[src/rtl/lut_dac_spi_tx.sv]
// SPI mode-0 transmitter for LUT samples: {CMD, left-aligned code} shifted MSB-first, with a one-deep holding register.
// Define LUT_DAC_SPI_SIGNED_EN to treat data_in_i as two's complement (MSB inverted before framing).
module lut_dac_spi_tx #(
  parameter int         DATA_WIDTH = 8,
  parameter int         DAC_WIDTH  = 12,
  parameter logic [3:0] CMD        = 4'b0011,
  parameter int         CLK_DIV    = 2
) (
  input  logic                  clk_sys_i,
  input  logic                  rst_n_i,
  input  logic                  en_i,
  input  logic [DATA_WIDTH-1:0] data_in_i,
  input  logic                  data_vld_i,
  output logic                  busy_o,
  output logic                  drop_o,
  output logic                  frame_done_o,
  output logic                  spi_csn_o,
  output logic                  spi_sclk_o,
  output logic                  spi_mosi_o
);

  localparam int FRAME_W = 4 + DAC_WIDTH;
  localparam int HALF_N  = 2 * FRAME_W;
  localparam int HW      = $clog2(HALF_N);
  localparam int TW      = $clog2(2 * CLK_DIV);

  localparam logic [TW-1:0] DIV_LD  = TW'(CLK_DIV - 1);
  localparam logic [TW-1:0] GAP_LD  = TW'(2 * CLK_DIV - 1);
  localparam logic [HW-1:0] HALF_LD = HW'(HALF_N - 1);

  // ST_IDLE: waiting for a sample | ST_SHIFT: CSN low, frame on the wire | ST_GAP: CSN-high recovery
  typedef enum logic [1:0] {ST_IDLE, ST_SHIFT, ST_GAP} state_t;

  state_t                state_q, state_d;
  logic [TW-1:0]         tmr_q, tmr_d;
  logic [HW-1:0]         half_q, half_d;
  logic [FRAME_W-1:0]    shift_q, shift_d;
  logic                  sclk_q, sclk_d;
  logic                  csn_q, csn_d;
  logic                  done_q, done_d;
  logic [DATA_WIDTH-1:0] hold_q, hold_d;
  logic                  pend_q, pend_d;

  logic [DATA_WIDTH-1:0]           sample_w;
  logic [DATA_WIDTH+DAC_WIDTH-1:0] ext_w;
  logic [DAC_WIDTH-1:0]            code_w;
  logic [FRAME_W-1:0]              frame_w;
  logic                            start_w;

`ifdef LUT_DAC_SPI_SIGNED_EN
  assign sample_w = hold_q ^ {1'b1, {(DATA_WIDTH-1){1'b0}}};
`else
  assign sample_w = hold_q;
`endif

  // Left-align the sample: the zero tail drops out naturally when DATA_WIDTH == DAC_WIDTH.
  assign ext_w   = {sample_w, {DAC_WIDTH{1'b0}}};
  assign code_w  = ext_w[DATA_WIDTH+DAC_WIDTH-1 -: DAC_WIDTH];
  assign frame_w = {CMD, code_w};

  assign start_w = pend_q & en_i &
                   ((state_q == ST_IDLE) | ((state_q == ST_GAP) & (tmr_q == '0)));

  always_comb begin
    state_d = state_q;
    tmr_d   = tmr_q;
    half_d  = half_q;
    shift_d = shift_q;
    sclk_d  = sclk_q;
    csn_d   = csn_q;
    done_d  = 1'b0;

    case (state_q)
      ST_SHIFT: begin
        if (tmr_q == '0) begin
          tmr_d  = DIV_LD;
          sclk_d = ~sclk_q;
          if (sclk_q) shift_d = shift_q << 1;
          if (half_q == '0) begin
            state_d = ST_GAP;
            csn_d   = 1'b1;
            done_d  = 1'b1;
            tmr_d   = GAP_LD;
          end else begin
            half_d = half_q - 1'b1;
          end
        end else begin
          tmr_d = tmr_q - 1'b1;
        end
      end
      ST_GAP: begin
        if (tmr_q != '0) begin
          tmr_d = tmr_q - 1'b1;
        end else if (!start_w) begin
          state_d = ST_IDLE;
        end
      end
      default: ;
    endcase

    if (start_w) begin
      state_d = ST_SHIFT;
      csn_d   = 1'b0;
      sclk_d  = 1'b0;
      shift_d = frame_w;
      tmr_d   = DIV_LD;
      half_d  = HALF_LD;
    end
  end

  // A strobe that lands while the pending sample is being consumed refills the slot without loss.
  always_comb begin
    hold_d = hold_q;
    pend_d = pend_q;
    drop_o = 1'b0;
    if (!en_i) begin
      pend_d = 1'b0;
    end else if (data_vld_i) begin
      hold_d = data_in_i;
      pend_d = 1'b1;
      drop_o = pend_q & ~start_w;
    end else if (start_w) begin
      pend_d = 1'b0;
    end
  end

  always_ff @(posedge clk_sys_i or negedge rst_n_i) begin
    if (!rst_n_i) begin
      state_q <= ST_IDLE;
      tmr_q   <= '0;
      half_q  <= '0;
      shift_q <= '0;
      sclk_q  <= 1'b0;
      csn_q   <= 1'b1;
      done_q  <= 1'b0;
      hold_q  <= '0;
      pend_q  <= 1'b0;
    end else begin
      state_q <= state_d;
      tmr_q   <= tmr_d;
      half_q  <= half_d;
      shift_q <= shift_d;
      sclk_q  <= sclk_d;
      csn_q   <= csn_d;
      done_q  <= done_d;
      hold_q  <= hold_d;
      pend_q  <= pend_d;
    end
  end

  assign busy_o       = (state_q != ST_IDLE) | pend_q;
  assign frame_done_o = done_q;
  assign spi_csn_o    = csn_q;
  assign spi_sclk_o   = sclk_q;
  assign spi_mosi_o   = shift_q[FRAME_W-1];

endmodule

[config.mk]
export PLATFORM = sky130hd
export DESIGN_NAME = lut_dac_spi_tx
export DESIGN_NICKNAME = d
export VERILOG_FILES = /design/src/rtl/lut_dac_spi_tx.sv
export SDC_FILE = /design/constraint.sdc
export NUM_CORES = 1
export LEC_CHECK = 0
export ABC_CLOCK_PERIOD_IN_PS = 2300
export BUFFER_PORTS_ARGS = -buffer_cell sky130_fd_sc_hd__buf_4
export CORE_MARGIN = 2
export CORE_UTILIZATION = 55
export CTS_BUF_LIST = sky130_fd_sc_hd__clkbuf_16
export CTS_CLUSTER_SIZE = 16
export DETAILED_ROUTE_END_ITERATION = 8
export GPL_ROUTABILITY_DRIVEN = 0
export PLACE_DENSITY_LB_ADDON = 0.15
export SLEW_MARGIN = 20
export SYNTH_ARGS = -nofsm -noshare
export SYNTH_HDL_FRONTEND = slang
export SYNTH_SLANG_ARGS = --single-unit
[constraint.sdc]
create_clock -name clk_sys_i -period 2.3 [get_ports clk_sys_i]
set_clock_uncertainty 0.15 [all_clocks]
set_input_delay 0.46 -clock clk_sys_i [delete_from_list [all_inputs] [get_ports clk_sys_i]]
set_output_delay 0.46 -clock clk_sys_i [all_outputs]
set_load 0.05 [all_outputs]
# Yosys cells after proc, flatten, opt, wreduce, memory -nomap -nowiden
# Index checks and enable logic that the tools add are counted.
dict set report classes {
  bitwise_logic 8
  muxes 33
  n_addsub 2
  n_reduce_logical 17
  n_eq_ne 8
}
# operator n
set op_table {}
lappend op_table {{2-to-1 mux 16 bit} 4}
lappend op_table {{2-to-1 mux 5 bit} 4}
lappend op_table {{2-to-1 mux 2 bit} 8}
lappend op_table {{2-to-1 mux 1 bit} 15}
lappend op_table {{nonzero test 2 bit} 6}
lappend op_table {{inequality test 3 bit, second input constant} 3}
lappend op_table {{AND reduction 3 bit} 3}
lappend op_table {{one-hot mux 2 bit (2 select lines)} 2}
lappend op_table {{AND reduction 2 bit} 3}
lappend op_table {{logical NOT 5 bit} 1}
lappend op_table {{subtractor 5 x 1 -> 5 bit, second input constant} 1}
lappend op_table {{bitwise AND 1 bit} 4}
lappend op_table {{logical NOT 2 bit} 2}
lappend op_table {{AND reduction 4 bit} 1}
lappend op_table {{inequality test 3 x 1 -> 1 bit, second input constant} 1}
lappend op_table {{inequality test 3 x 2 -> 1 bit, second input constant} 1}
lappend op_table {{nonzero test 3 bit} 1}
lappend op_table {{equality test 2 x 1 -> 1 bit, second input constant} 1}
lappend op_table {{equality test 2 bit, second input constant} 1}
lappend op_table {{inequality test 2 bit, second input constant} 1}
lappend op_table {{NOT 1 bit} 2}
lappend op_table {{bitwise OR 1 bit} 2}
lappend op_table {{subtractor 2 x 1 -> 2 bit, second input constant} 1}
dict set report word_totals {
  output_inout_bits 6
  word_cells 77
  in_bits 12
  reg_bits 37
}

# Longest topological paths before layout
dict set report logic_depth {
  word_depth 8
  ltp_mapped 7
  mapped_depth_nobuf 5
}

# Least setup slack after synthesis
# No wires, ideal clock.
dict set report synth_path {
  kind {flip-flop to output port}
  start {register tmr_q[0]}
  end {output port drop_o}
  setup_slack_ns -0.032
  path_buffers 1
  t_required_ns 1.690
  stages_incl_launch_ff 7
  t_arrival_ns 1.722
  path_cell_list {dfrtp_1 > inv_1 > ha_1 > buf_4 > and2b_1 > o21ai_0 > nor2_1}
}
dict set report synth_via {
  elab_chain_cells 8
}
# item line_no
set synth_lines {}
lappend synth_lines {{from (decl)} 35} ;# logic [TW-1:0] tmr_q, tmr_d;
lappend synth_lines {{from (signal assigned)} 140} ;# tmr_q <= tmr_d;
lappend synth_lines {{logical NOT 2 bit} 62} ;# ((state_q == ST_IDLE) | ((state_q == ST_GAP) & (tmr_q == '0)));
lappend synth_lines {{bitwise AND 1 bit} 62}
lappend synth_lines {{bitwise OR 1 bit} 62}
lappend synth_lines {{bitwise AND 1 bit} 61} ;# assign start_w = pend_q & en_i &
lappend synth_lines {{NOT 1 bit} 121} ;# drop_o = pend_q & ~start_w;
lappend synth_lines {{bitwise AND 1 bit} 121}
lappend synth_lines {{2-to-1 mux 1 bit} 118} ;# end else if (data_vld_i) begin
lappend synth_lines {{2-to-1 mux 1 bit} 116} ;# if (!en_i) begin
lappend synth_lines {{to (decl)} 15} ;# output logic drop_o,
# Every way passes these cells.

# Worst setup path in the final report
# Same ends and word-level chain as after synthesis.

==> reports/metrics.yaml <==
outcome:
  outcome: "finished, final reports clean"
global_route:
  globalRouteTotalUtil: 0.1938
  grt_antenna_before_repair: 0
  via_count_of_the_first_global_routing_pass: 975
  grt_remaining_overflow: 0
  grt_max_degree: 34
  grt_first_pass_wirelength_mm: 4.650
layout:
  filler_instances: 202
  final-instance-count-excl-fill: 184
  final_cell_mix: "32 x dfrtp_1, 20 x buf_4, 11 x inv_1"
  finished_core_util: 0.6917
  layout.area.seq_um2: 827.0
  synthToLayoutAreaGrowth_pct: 21.72
  drive_above_1_share: 0.2810
  finalNetCount: 166
  final_antenna_diode_count: 0
  most_frequent_standard_cell_in_the_layout_excluding_fill_and_tap_cells: "dfrtp_1"
  area_taken_by_multi_input_logic_gates_um2: 631.9
clocking:
  cts_made_buffers: 5
  h-tree-depth: 2
  insertion_delay_ps: 280
  cts_tree: "built"
  clock_sinks: 33
  cts.path.max_buffers: 2
  cts.root.buffer_cell: "clkbuf_16"
  path_clk_slew_ps: 50
sta:
  maxClockFrequency_ghz: 0.4620
  setup_ws_ps: 135.7
  maxSlewHeadroom: 0.5946
  layout_worst_path_cycle_share: 0.9410
  timing.final.setup_violations: 0
  worst_pin_slew_ps: 606.2
  final-hold-violation-count: 0
  unrepaired_setup_endpoints_after_global_routing: "false"
  period_needed_ps: 2164
  final.hold.worst_slack_ps: 263.8
  final_slew_violations: 0
  fin_tns_setup_ps: 0
critical_path:
  startpoint_type: "flip-flop"
  type_of_element_capturing_the_critical_path: "output pin"
  worstReg2RegStart: "tmr_q[0]"
  startpoint: "tmr_q[0]"
  timing.critical_path.cells: "inv_1 > ha_1 > and2b_1 > o21ai_1 > nor2_2 > buf_4"
  timing.critical_path.depth: 6
  critPathMaxFanout: 3
  worstSetupPathType: "flip-flop to output pin"
  critical_path_required_ps: 1690
  critPathBufInv: 2
  crit_end: "drop_o"
  worstReg2RegEnd: "shift_q[6]"
  cpPeakStageDelay_ps: 350
  timing.reg2reg.worst_path_depth: 6
  worst_path_dominant_cell_family: "simple AND/OR/NAND/NOR gates"
  regToRegSetupSlack_ps: 280
  crit_arrival_ps: 1550
  crit_slowest_cell: "dfrtp_1"
place:
  io_buffer_count: 17
  dp.final_hpwl_mm: 1.877
  place_inst: 175
  minimum_setup_slack_after_placement_ps: 300.2
die:
  floorplan.core_area_um2: 2686
  dieArea_um2: 3213
  io-pin-count: 18
  rows: 19
  chipWidth_um: 56.68
  initial_utilization: 0.5682
  floorplan.die.height_um: 56.68
min_path:
  hp-class: "primary input to flip-flop"
  hold_start: "data_in_i[3]"
synthesis:
  synth.net_count: 144
  yosysUniqueCellTypes: 43
  synth_seq_area_share: 0.5418
  area_fraction_in_and_or_nand_and_nor_cells_after_synthesis: 0.1549
  syn_avg_cell_area_um2: 11.74
  synthAdderAreaFrac: 0.01639
  compound_gate_portion_of_the_synthesized_area: 0.1639
  muxShareOfSynthArea: 0.06557
  yosys_register_bits: 33
  synthesis.instances: 130
  synth_xor_xnor_area_share: 0.01148
  synth_area_um2: 1526
  warnings_synthesis: 0
  synth_top_family_by_area: "compound AO/OA/AOI/OAI gates"
flow_run:
  timing.max_cap.violations: 0
pwr:
  power-per-cell-area_nw_per_um2: 757.6
  vdd.ir_drop.worst_mv: 0.6886
  leakagePower_nw: 0.8875
detailed_routing:
  drt_pre_antenna_iters: 4
  totalWireLength_mm: 2.756
  wl_per_cell_um: 14.98
  drtIter0Drc: 42
  detail_route.vias_per_cell: 5.886
  remaining_drc_errors: 0
  routed-via-count: 1083
  route.antenna.remaining_nets: 0
layout make-up:
cell class / count / share of cell area
flip-flops and latches: 33 / 0.4451
multi-input cells: 81 / 0.3401
repair buffers: 21 / 0.08620
clock buffers: 5 / 0.06734
well taps: 31 / 0.02088
clock inverters: 3 / 0.02020
inverters: 10 / 0.02020
cells by family (layout without fill, tap and decap cells):
| group | after synthesis | after routing |
|---|---|---|
| compound gates | 33 | 33 |
| xor+xnor | 2 | 2 |
| fa+ha+maj | 2 | 2 |
| buf+inv | 16 | 39 |
| flops | 33 | 33 |
| mux | 9 | 9 |
| simple gates | 35 | 35 |
worst register-to-register path, stage by stage (launching register included):
cell,delay [ps]
dfrtp_1,350
inv_1,50
ha_1,210
buf_4,180
nand2b_2,210
a31oi_2,550
a221o_1,260
through the flow:
stage	cell area, um^2	power, W
finish	1858	0.001408
CTS	1858	0.001419
global placement	1685	0.0006844
detailed placement	1685	0.0006869
floorplan	1529	0.0006513
global route	1858	0.001464
layer usage:
layer | vias to the layer above | share of wire | track usage
met5 | - | 0 | 0
li1 | 516 | - | -
met4 | 0 | 0.011 | 0.07483
met1 | 537 | 0.50 | 0.2805
met2 | 26 | 0.44 | 0.2608
met3 | 4 | 0.051 | 0.07373
power breakdown:
group / leakage (nW) / internal, W / switching [W] / total, W
logic: 0.373 / 0.0000343 / 0.0000271 / 0.0000614
registers: 0.431 / 0.000604 / 0.0000123 / 0.000616
clock network: 0.0826 / 0.000502 / 0.000228 / 0.000730
Yosys cell counts, drive strengths merged:
cell	count	share of area
dfrtp	32	0.52
a21boi	2	0.0098
or4b	1	0.0090
inv	10	0.025
buf	4	0.016
nor2	4	0.011
a22oi	2	0.0098
nand3	5	0.016
nor3b	1	0.0082
o21a	2	0.0098
o221ai	1	0.0057
o41ai	1	0.0057
nand3b	1	0.0049
o311ai	1	0.0057
nand2	4	0.0098
nor4b	1	0.0098
dfstp	1	0.017
and2b	1	0.0049
mux2i	1	0.0066
a22o	3	0.017
nand2b	2	0.0098
clkbuf	2	0.0049
and2	8	0.033
o21ai	6	0.020
ha	2	0.016
and3b	1	0.0057
and4b	1	0.0066
mux2	8	0.059
nor3	3	0.017
a31oi	3	0.016
or3	1	0.0041
a221o	7	0.046
o31ai	1	0.0049
and3	1	0.0041
a21oi	4	0.013
xnor2	2	0.011
flip-flops by register name, indices dropped and copies added, names as in the netlist:
name          count
shift_q          12
hold_q            8
half_q            5
state_q           2
tmr_q             2
frame_done_o      1
pend_q            1
spi_csn_o         1
spi_sclk_o        1
what timing repair did:
action	CTS	global route
buffers inserted	0	0
resized for setup	0	1
hold buffers	1	0
endpoints found under the setup margin	0	1
endpoints found under the hold margin	32	0
how the worst min path moves through the flow:
stage                         to  slack, ps  depth (start not counted)
finish                 hold_q[3]        260                          2
global route           hold_q[4]        260                          2
CTS                    hold_q[3]        260                          2
detailed placement     half_q[0]        270                          1
global placement       half_q[0]        270                          1
floorplan           frame_done_o         10                          0
No activity file was read; power rests on OpenSTA's default activity.
